`config.mk`:
```
export PLATFORM = sky130hd
export DESIGN_NAME = linebuf_window3x3
export DESIGN_NICKNAME = d
export VERILOG_FILES = /design/src/rtl/linebuf_window3x3.sv
export SDC_FILE = /design/constraint.sdc
export NUM_CORES = 1
export LEC_CHECK = 0
export CAP_MARGIN = 30
export CORE_AREA = 2 2 528 320
export CTS_CLUSTER_DIAMETER = 80
export DETAILED_ROUTE_END_ITERATION = 8
export DIE_AREA = 0 0 530 322
export SLEW_MARGIN = 20
export SYNTH_ARGS = -nofsm -noshare
export SYNTH_HDL_FRONTEND = slang
export SYNTH_SLANG_ARGS = --single-unit
```
`constraint.sdc`:
```
create_clock -name clk -period 8.1 [get_ports clk]
set_input_delay 1.215 -clock clk [delete_from_list [all_inputs] [get_ports clk]]
set_output_delay 1.215 -clock clk [all_outputs]
set_load 0.005 [all_outputs]
```
`src/rtl/linebuf_window3x3.sv`:
```
// Streaming 3x3 neighbourhood generator: two line buffers feed a shifting window
// register that is exposed as a registered read port with a one-cycle valid pulse.
module linebuf_window3x3 #(
    parameter int IMG_W = 16,
    parameter int IMG_H = 16
) (
    input  logic                   clk,
    input  logic                   rst,
    input  logic                   tstart,
    input  logic [31:0]            pix_in,
    input  logic [2:0][2:0]        rd_en,
    output logic [2:0][2:0][31:0]  rd_data,
    output logic                   tout,
    output logic                   frame_done,
    output logic                   rd_err
);

    localparam int CW = (IMG_W > 1) ? $clog2(IMG_W) : 1;
    localparam int RW = (IMG_H > 1) ? $clog2(IMG_H) : 1;

    logic [CW-1:0]           col_q, col_d;
    logic [RW-1:0]           row_q, row_d;
    logic [31:0]             lb0_q [IMG_W];
    logic [31:0]             lb1_q [IMG_W];
    logic [2:0][2:0][31:0]   win_q, win_d;
    logic                    tout_q, tout_d;
    logic                    fd_q, fd_d;
    logic                    err_q, err_d;
    logic                    last_col, last_row;
    logic [31:0]             lb0_rd, lb1_rd;

    always_comb begin
        last_col = (col_q == CW'(IMG_W - 1));
        last_row = (row_q == RW'(IMG_H - 1));
        lb0_rd   = lb0_q[col_q];
        lb1_rd   = lb1_q[col_q];

        col_d  = col_q;
        row_d  = row_q;
        win_d  = win_q;
        tout_d = 1'b0;
        fd_d   = 1'b0;
        // Enables are only legal while the registered window is flagged valid.
        err_d  = err_q | ((|rd_en) & ~tout_q);

        if (tstart) begin
            for (int unsigned i = 0; i < 3; i++) begin
                win_d[i][0] = win_q[i][1];
                win_d[i][1] = win_q[i][2];
            end
            win_d[0][2] = lb0_rd;
            win_d[1][2] = lb1_rd;
            win_d[2][2] = pix_in;

            tout_d = (row_q >= RW'(2)) && (col_q >= CW'(2));
            fd_d   = last_col && last_row;

            col_d = last_col ? '0 : col_q + CW'(1);
            if (last_col) begin
                row_d = last_row ? '0 : row_q + RW'(1);
            end
        end
    end

    always_ff @(posedge clk) begin
        if (rst) begin
            col_q  <= '0;
            row_q  <= '0;
            win_q  <= '0;
            tout_q <= 1'b0;
            fd_q   <= 1'b0;
            err_q  <= 1'b0;
        end else begin
            col_q  <= col_d;
            row_q  <= row_d;
            win_q  <= win_d;
            tout_q <= tout_d;
            fd_q   <= fd_d;
            err_q  <= err_d;
        end
    end

    // Line buffers carry no reset; stale entries never reach a valid window.
    always_ff @(posedge clk) begin
        if (tstart && !rst) begin
            lb0_q[col_q] <= lb1_rd;
            lb1_q[col_q] <= pix_in;
        end
    end

    assign rd_data    = win_q;
    assign tout       = tout_q;
    assign frame_done = fd_q;
    assign rd_err     = err_q;

endmodule

```
==> results.md <==
- Status: finished, final reports clean
- P&R area growth vs syn: 20.5%
- First-pass GRT wire length: 183000 um
- Number of setup violations in the final report: 0
- Count of different cell masters after synthesis: 46
- CP arrival: 4.01 ns
- Worst-Skew Late Latency: 0.76 ns
- Layout cells sized above 1: 0.114
- Layout Nets: 3299
- Crit-path max cell delay: 0.83 ns
- Initial DRC count: 2771
- Hold depth: 2
- Worst setup path category: reg2reg
- Cell area after synthesis: 0.0495 mm^2
- Post-synth ARST share: 0
- Worst hold slack: 0.492 ns
- Synth Register Bits: 1327
- Top_reg_cell synth: edfxtp_1
- # hold bufs at CTS: 0
- Max Slew Vio Count: 0
- Reg2Reg Depth: 5
- Syn Nets: 2960
- WL per Instance: 22.4 um
- Fin Setup TNS: 0 ns
- CTS tree: done
- RSZ-0062 raised after global routing: false
- Min-delay src: rd_data[29]
- Antenna violations before repair: 3
- Root buf cell: clkbuf_16
- Worst-path fanout max: 39
- Post CTS Setup Buffer Count: 0
- Sequential share of the synthesized area: 0.744
- Required time of the critical path: 8.40 ns
- Max-slew headroom: 0.346
- CP Capture Type: flop
- Multi-input gate area: 0.0119 mm^2
- Antenna-violating nets left: 0
- Seq pwr share: 0.519
- Die Y: 322 um
- Actual slew at the worst max-slew pin: 0.978 ns
- Register area: 0.0368 mm^2
- Ports: 335
- Port bufs: 334
- Max-cap violation count: 0
- Hold Fails Final Rpt: 0
- CTS resizes: 0
- Number of global-route vias before repair: 26422
- Rows: 116
- Fmax: 270 MHz
- Placer Congestion: 0.741
- Lkg Pwr: 19.4 nW
- Number of flops mapped to enable cells by yosys: 1024
- Fill cell total of the finished layout: 15506
- CP Launch Type: flop
- Final Core Density: 0.360
- Worst hold path type: reg2reg
- Initial Util: 0.299
- Clock skew: 0.0305 ns
- Die ar.: 0.171 mm^2
- Mapped Avg Cell Area: 17.0 um^2
- Router iterations before antenna repair: 6
- Peak supply drop: 217 uV
- Core area: 0.166 mm^2
- Final Cycle Share: 0.458
- Grt total ovfl: 0
- Buf/Inv on CP: 1
- Detail Placement HPWL: 76200 um
- Via count: 27075
- Aggregate global-route resource usage: 0.145
- Sw frac: 0.228
- Clk pwr share: 0.412
- Ys Warns: 0
- WP depth: 5
- Setup ws final: 4.39 ns
- Min Tclk post-route: 3.71 ns
- Cell family with most CP delay: simple AND/OR/NAND/NOR gates
- Clk slew on worst S/H paths: 0.06 ns
- P_int: 11.4 mW
- Worst-path cell chain: buf_4 > and2_1 > a222oi_1 > nand3_1 > nand2_1
- Die width: 530 um
- Largest net degree at the start of global routing: 126
- Slowest library cell on the worst path: and2_1
- Clk buf depth: 3
- H-tree depth: 4
- Cell area power density: 247 mW/mm^2
- Residual DRC: 0
- Num CTS Buffers: 130
- Design Power: 14.7 mW
- Pre-CTS setup slack: 3.67 ns
- Sw power: 3.36 mW
- Cells after synthesis: 2910
- Via density: 4.84
- CTS Sinks: 1327
- Routed wire length: 126000 um
- Comb pwr share: 0.069
## worst min-delay path: cells and delay by family, from the launching register on
family | cells | cell delay (ns)
DFF | 1 | 0.32
and+or+nand+nor | 1 | 0.07
muxes | 1 | 0.06
## state kept, by name, indices dropped and copies added (netlist names), named ones only
| name | count |
|---|---|
| lb0_q | 512 |
| row_q | 4 |
| frame_done | 1 |
| rd_err | 1 |
| rd_data | 288 |
| tout | 1 |
| lb1_q | 512 |
| col_q | 4 |
## per-layer routing
metal,track usage,share of wire
met1,0.216,0.47
met2,0.212,0.44
met3,0.0330,0.075
met4,0.0366,0.018
met5,0,0.00010
## synthesized netlist by cell type, types with 4 or more instances
cell / count / share of area
buf_4: 24 / 0.0036
buf_6: 10 / 0.0023
buf_1: 10 / 0.00076
clkbuf_1: 84 / 0.0064
edfxtp_1: 1024 / 0.62
buf_2: 46 / 0.0047
nand2_1: 72 / 0.0055
a221oi_1: 32 / 0.0057
nor2_1: 347 / 0.026
nor2b_1: 7 / 0.00088
a311oi_1: 65 / 0.012
ha_1: 6 / 0.0015
buf_8: 4 / 0.0012
a222oi_1: 32 / 0.0065
nand3b_1: 4 / 0.00061
o22ai_1: 64 / 0.0081
dfxtp_1: 303 / 0.12
o21ai_1: 32 / 0.0032
mux2i_1: 545 / 0.11
a22oi_1: 32 / 0.0049
mux4_2: 96 / 0.044
nand3_1: 34 / 0.0034
## cell families after synthesis
family	share of synthesized area
XOR/XNOR	0.000708
adder cells (fa/ha/maj)	0.00152
buffers and inverters	0.0196
AND/OR/NAND/NOR	0.0395
flip-flops	0.744
AO/OA/AOI/OAI	0.0408
multiplexers	0.154
## metrics by stage
stage | instances | cell area [um^2]
after floorplan | 2910 | 49500
after global placement | 5356 | 55300
after detailed placement | 5356 | 55300
after CTS | 5594 | 59500
after global routing | 5598 | 59600
final | 5599 | 59600
## final timing paths
check             slack, ns      endpoint
setup reg to reg       4.39  lb0_q[0][25]
hold / removal         0.49   rd_data[29]
hold reg to reg        0.49   rd_data[29]
setup / recovery       4.39  lb0_q[0][25]
## power groups by stage
stage	Clock (mW)	Combinational, mW	Sequential, mW
6_report	6.08	1.01	7.65
5_1_grt	6.52	1.10	7.66
4_1_cts	6.24	1.03	7.66
3_5_place_dp	0	1.02	7.80
3_3_place_gp	0	1.01	7.80
2_1_floorplan	0	0.617	7.73
## layout make-up
class | instances | share of cell area
Sequential cell | 1327 | 0.618
Multi-Input combinational cell | 1398 | 0.199
Timing Repair Buffer | 388 | 0.0643
Clock buffer | 173 | 0.0600
Tap cell | 2242 | 0.0471
Clock inverter | 65 | 0.0114
Inverter | 4 | 0.000252
Antenna cell | 2 | 0.0000839
## placed cells by master, fill, tap and decap left out, drive strengths merged, types with 34 or more instances in the layout
cell type | Yosys | layout
a311oi | 65 | 65
buf | 94 | 56
clkbuf | 87 | 173
clkdlybuf4s50 | 0 | 332
clkinv | 0 | 39
dfxtp | 303 | 303
edfxtp | 1024 | 1024
mux2i | 545 | 545
mux4 | 96 | 96
nand2 | 72 | 72
nand3 | 34 | 34
nor2 | 348 | 348
o22ai | 64 | 64
(Power assumes the default switching activity.)
